<file path="src/rtl/bcd_to_bin.sv">
// Sequential BCD-to-binary converter (reverse double-dabble, one bit per clock).
// Optional invalid-digit detection is enabled by defining BCD_DIGIT_CHECK_EN.
module bcd_to_bin #(
   parameter int DIGITS = 4,
   parameter int BIN_W  = 14
) (
   input  logic                  clk,
   input  logic                  rst_n,
   input  logic                  start,
   input  logic [4*DIGITS-1:0]   bcd_in,
   output logic                  ready,
   output logic                  busy,
   output logic                  done,
   output logic [BIN_W-1:0]      bin_out,
   output logic                  ovf,
   output logic                  err
);

   localparam int BCD_W = 4 * DIGITS;
   localparam int CNT_W = $clog2(BIN_W + 1);

   typedef enum logic [1:0] {IDLE, SHIFT, DONE} state_t;

   state_t             state_reg, state_next;
   logic [BCD_W-1:0]   digit_reg, digit_shift, digit_adj;
   logic [BIN_W-1:0]   bin_reg, bin_shift, bin_out_reg, fin_bin;
   logic [CNT_W-1:0]   cnt_reg;
   logic               ovf_reg, fin_ovf;
   logic               accept, last_iter;

   genvar gi;

   assign {digit_shift, bin_shift} = {digit_reg, bin_reg} >> 1;

   // After the shift, any digit >= 8 held a carried-in half-ten; subtracting 3 restores it to BCD.
   generate
      for (gi = 0; gi < DIGITS; gi++) begin : g_adj
         assign digit_adj[4*gi +: 4] = digit_shift[4*gi + 3] ? (digit_shift[4*gi +: 4] - 4'd3)
                                                              : digit_shift[4*gi +: 4];
      end
   endgenerate

   assign ready     = (state_reg == IDLE) || (state_reg == DONE);
   assign busy      = (state_reg == SHIFT);
   assign done      = (state_reg == DONE);
   assign accept    = start && ready;
   assign last_iter = (state_reg == SHIFT) && (cnt_reg == CNT_W'(BIN_W - 1));
   assign bin_out   = bin_out_reg;
   assign ovf       = ovf_reg;

   always_comb begin
      state_next = state_reg;
      case (state_reg)
         IDLE:    if (start) state_next = SHIFT;
         SHIFT:   if (last_iter) state_next = DONE;
         DONE:    state_next = start ? SHIFT : IDLE;
         default: state_next = IDLE;
      endcase
   end

`ifdef BCD_DIGIT_CHECK_EN
   logic [DIGITS-1:0] digit_bad;
   logic              err_pending_reg, err_reg;

   generate
      for (gi = 0; gi < DIGITS; gi++) begin : g_chk
         assign digit_bad[gi] = (bcd_in[4*gi +: 4] > 4'd9);
      end
   endgenerate

   assign fin_bin = err_pending_reg ? '0 : bin_shift;
   assign fin_ovf = ~err_pending_reg & (|digit_adj);
   assign err     = err_reg;

   always_ff @(posedge clk or negedge rst_n) begin
      if (!rst_n) begin
         err_pending_reg <= 1'b0;
         err_reg         <= 1'b0;
      end else if (accept) begin
         err_pending_reg <= |digit_bad;
         err_reg         <= 1'b0;
      end else if (last_iter) begin
         err_reg         <= err_pending_reg;
      end
   end
`else
   assign fin_bin = bin_shift;
   assign fin_ovf = |digit_adj;
   assign err     = 1'b0;
`endif

   always_ff @(posedge clk or negedge rst_n) begin
      if (!rst_n) begin
         state_reg   <= IDLE;
         digit_reg   <= '0;
         bin_reg     <= '0;
         cnt_reg     <= '0;
         bin_out_reg <= '0;
         ovf_reg     <= 1'b0;
      end else begin
         state_reg <= state_next;
         if (accept) begin
            digit_reg <= bcd_in;
            bin_reg   <= '0;
            cnt_reg   <= '0;
            ovf_reg   <= 1'b0;
         end else if (state_reg == SHIFT) begin
            digit_reg <= digit_adj;
            bin_reg   <= bin_shift;
            cnt_reg   <= cnt_reg + 1'b1;
            // Any digit content left after BIN_W shifts is value beyond 2^BIN_W.
            if (last_iter) begin
               bin_out_reg <= fin_bin;
               ovf_reg     <= fin_ovf;
            end
         end
      end
   end

endmodule
</file>
<file path="config.mk">
export PLATFORM = sky130hd
export DESIGN_NAME = bcd_to_bin
export DESIGN_NICKNAME = d
export VERILOG_FILES = /design/src/rtl/bcd_to_bin.sv
export SDC_FILE = /design/constraint.sdc
export NUM_CORES = 1
export LEC_CHECK = 0
export ABC_AREA = 0
export BUFFER_PORTS_ARGS = -buffer_cell sky130_fd_sc_hd__buf_2
export CAP_MARGIN = 20
export CORE_MARGIN = 2
export CORE_UTILIZATION = 57
export CTS_CLUSTER_DIAMETER = 30
export DETAILED_ROUTE_END_ITERATION = 8
export PLACE_DENSITY = 0.78
export SLEW_MARGIN = 20
export SYNTH_ARGS = -nofsm -noshare
export SYNTH_HDL_FRONTEND = slang
export SYNTH_SLANG_ARGS = --single-unit
</file>
<file path="constraint.sdc">
create_clock -name clk -period 3.9 [get_ports clk]
set_input_delay 0.585 -clock clk [delete_from_list [all_inputs] [get_ports clk]]
set_output_delay 0.585 -clock clk [all_outputs]
set_load 0.02 [all_outputs]
</file>
* Word level (Yosys, flattened, before mapping) *
Index checks and enable logic that the tools add are counted.

storage, ports and cells
  latch bits = 0
  input bits = 19
  register bits = 51
  output and inout bits = 19
  memories = 0
  bits in writable memories = 0
  logic and storage cells = 42
  ROM bits = 0

operators by class
  reduce and logical (&&, ||, !) cells = 10
  bitwise gates (word level) = 1
  shifts and indexed selects = 0
  multiplexer cells = 16
  multipliers = 0
  add/sub/neg operators = 4
  equal/unequal tests = 5
  $lt $le $gt $ge = 0
  divide/modulo/power cells = 0

operators with widths
  operator                                                                 count
  16-bit 2-to-1 mux                                                        2
  14-bit 2-to-1 mux                                                        2
  4-bit 2-to-1 mux                                                         5
  15-bit OR reduction                                                      1
  4-bit by 2-bit subtractor with 4-bit output, second input constant       3
  2-bit case mux with 3 select lines                                       1
  4-bit by 1-bit adder with 4-bit output, second input constant            1
  4-bit equality test, second input constant                               1
  1-bit 2-to-1 mux                                                         4
  2-bit 2-to-1 mux                                                         2
  2-bit AND reduction                                                      2
  2-bit nonzero test                                                       2
  3-bit AND reduction                                                      1
  2-bit by 1-bit equality test with 1-bit output, second input constant    1
  2-bit equality test, second input constant                               1
  1-bit logical AND                                                        2
  2-bit zero test                                                          1
  2-bit by 1-bit inequality test with 1-bit output, second input constant  1
  2-bit inequality test, second input constant                             1
  1-bit logical OR                                                         1
  1-bit inverter                                                           1

* Logic depth before layout (Yosys ltp) *
  depth after elaboration = 6
  mapped depth = 6
  depth with buffers taken out = 6

* Least setup slack after synthesis *
No wires, ideal clock.

  path kind = reg-to-output
  start point = reg state_reg[1]
  end point = out busy
  path slack = 2.240 ns
  path buffers = 1
  required time = 3.315 ns
  arrival time = 1.075 ns
  stages on the path, launching flop included = 4
  cell sequence = dfrtp_1 nand2b_2 inv_2 clkbuf_1

on the way
  cells in the longest elaborated chain, start to end = 1

ends and longest elaborated chain
  element                                         RTL line  RTL
  from (decl)                                     24        state_t state_reg, state_next;
  from (signal assigned)                          101       state_reg <= state_next;
  2-bit by 1-bit equality test with 1-bit output  44        assign busy = (state_reg == SHIFT);
  to (decl)                                       12        output logic busy,

No other way between the ends.

* Worst setup path after layout *
Same ends and word-level chain as after synthesis.

==> results_dict.tcl <==
set metrics [dict create \
    total_negative_setup_slack_ps 0 \
    cts_hold_buf 0 \
    grt_pass1_vias 1629 \
    ios 38 \
    cts_htree_levels 2 \
    yosys.area.top_type "dfrtp_1" \
    power.leakage_nw 1.19 \
    synth_top_area_frac 0.570 \
    clock_tree.root_cell "clkbuf_8" \
    pre_cts_setup_slack_ps 1530 \
    p_total_mw 2.13 \
    class_of_the_tightest_hold_or_removal_check "input pin to async pin" \
    avgViaCountPerCell 5.88 \
    die_y_um 66.1 \
    setup_violation_total_in_the_final_timing_report 0 \
    hold-worst-slack_ps 288 \
    die_outline_area_um2 4360 \
    antenna_cells_inserted 0 \
    grt_max_degree 51 \
    syn_area_um2 2200 \
    relSlewSlack 0.535 \
    synth_enable_flop_cells 0 \
    place.port_buffers 36 \
    placement.cell_area_um2 2380 \
    worst-path-max-fanout 24 \
    starting_density_of_the_core 0.595 \
    yosysWarnings 0 \
    ff2ff_setup_slack_ps 1900 \
    fp.dieW_um 66.1 \
    most_frequent_cell_after_synthesis "dfrtp_1" \
    rows 22 \
    final_cells 263 \
    drive_above_1_share 0.251 \
    cts_inserted_buffers 5 \
    final_critical_path_required_period_ps 2300 \
    synth_cell_type_count 37 \
    largest_register_ffs 16 \
    ys_ff_latch 50 \
    drt_first_iter_violations 141 \
    dpl.hpwl_um 2830 \
    route.vias.total 1547 \
    hold_viol 0 \
    cts_post_setup_buffers_inserted 0 \
    start_kind "flip-flop" \
    wire_per_inst_um 16.0 \
    timing.setup.critical_path_class "flip-flop to primary output" \
    syn_to_final_growth_pct 13.5 \
    tightestPinTransition_ps 696 \
    drv.max_cap_violation_count 0 \
    setup.worst_path.end "busy" \
    final_net_count 238 \
    grt_antenna_before_repair 0 \
    avg_cell_area_syn_um2 12.1 \
    crit-reg2reg-launch "state_reg[0]" \
    path_clk_slew_ps 90 \
    grtUsageTotal 0.226 \
    syn_nets 206 \
    clock_path_buffers 2 \
    finalWirelength_um 4210 \
    fin_ws_ps 1600 \
    final.setup_skew_ps 4.92 \
    globalRoute.totalOverflow 0 \
    cellPowerDensity_nw_per_um2 855 \
    share_of_synthesized_flip_flops_with_an_asynchronous_set_or_reset 1.00 \
    tritoncts "built" \
    final_design_area_no_fill_um2 2490 \
    drcViolationCount 0 \
    grt_setup_unrepaired "no" \
    synth_flop_cell "dfrtp_1" \
    critical_path.endpoint_type "primary output" \
    slew_viol_final 0 \
    vdd_ir_drop_max_mv 0.458 \
    rr_worst_depth 5 \
    tritoncts_num_sinks 50 \
    drt-pass1-iter-count 7 \
    run_status "finished clean" \
    gp_routability_congestion 0.796 \
    floorplan.core_area_um2 3690 \
    yosys-top-cells-count "50 x dfrtp_1, 16 x nand2_1, 14 x a22o_1" \
    synthCells 182 \
    post-route-util 0.676 \
    critical_path_arrival_ps 1710 \
    first_pass_grt_wire_length_um 7450 \
    place_inst 255 \
    insertion_delay_ps 300 \
    seq_area_frac_synth 0.570 \
    yosys-top-cells-area "dfrtp_1 57%, a22o_1 5.6%, mux2_1 4.1%" \
    maxClockFrequency_ghz 0.435 \
    cts.repair.resized 0 \
    route.antenna.remaining_nets 0 \
    critical_path.reg2reg.endpoint "digit_reg[10]" \
    min_period_over_period 0.589 \
    crit_path_start "state_reg[1]" \
    cp.required_ps 3310 \
]
-- report_power, final --
group	switching (mW)	internal (mW)	leakage, nW
Clock	0.163	0.192	0.0524
Combinational	0.459	0.373	0.509
Sequential	0.195	0.748	0.626
-- worst min-delay path by stage --
stage | start | to | slack, ps
detailed placement | bin_out[11] | bin_out[11] | 470
CTS | bcd_in[1] | digit_reg[1] | 480
finish | rst_n | bin_out[12] | 290
global placement | cnt_reg[3] | cnt_reg[3] | 460
global route | rst_n | digit_reg[14] | 330
floorplan | rst_n | bin_out[0] | 290
-- cells in the final DEF, fill, tap and decap left out --
cell	count
nor4_1	1
nor2_1	5
o221a_1	1
nand2b_2	1
nor2b_1	5
nor2_4	2
a211oi_1	1
a22o_1	14
inv_1	2
or3_1	1
and2_1	1
a211oi_2	1
nor3_1	1
buf_4	2
nand4_1	2
mux2i_1	3
a22oi_1	10
mux2_1	8
xnor2_1	6
nand3b_1	1
inv_2	1
nand3_1	5
clkbuf_1	2
clkbuf_8	5
a221o_1	3
bufinv_16	1
a21o_1	3
o2111ai_1	1
conb_1	1
o21ai_0	10
buf_2	35
o21ai_1	2
and3_1	1
ha_1	5
mux2_2	6
nand2_1	16
dfrtp_1	50
-- logic make-up after synthesis --
group                      Yosys count  synth area share
adders and majority gates            5            0.0285
buffers and inverters               15            0.0359
AOI/OAI and AO/OA                   46             0.160
xor gates and xnor gates             6            0.0239
other                                1           0.00171
and+or+nand+nor                     42            0.0952
DFF                                 50             0.570
muxes                               17            0.0855
-- cell type report --
cell class                 count  area [um^2]
clock buffer                   7         76.3
clock inverter                 1         30.0
fill                         286         1200
inverter                       3         11.3
multi-input combinational    117          873
sequential                    50         1250
tap                           48         60.1
timing repair buffer          37          190
-- worst max-delay path: stages (launching register included) --
cell and delay (ps):
dfrtp_1 380, nand2b_2 340, inv_2 440, buf_2 250
-- layer usage --
layer	part of all wire	global-route usage	vias up
met4	0.012	0.0714	0
met5	0	0	-
met1	0.44	0.281	784
li1	-	-	718
met2	0.51	0.381	38
met3	0.043	0.0630	7
No activity file was read; power rests on OpenSTA's default activity.
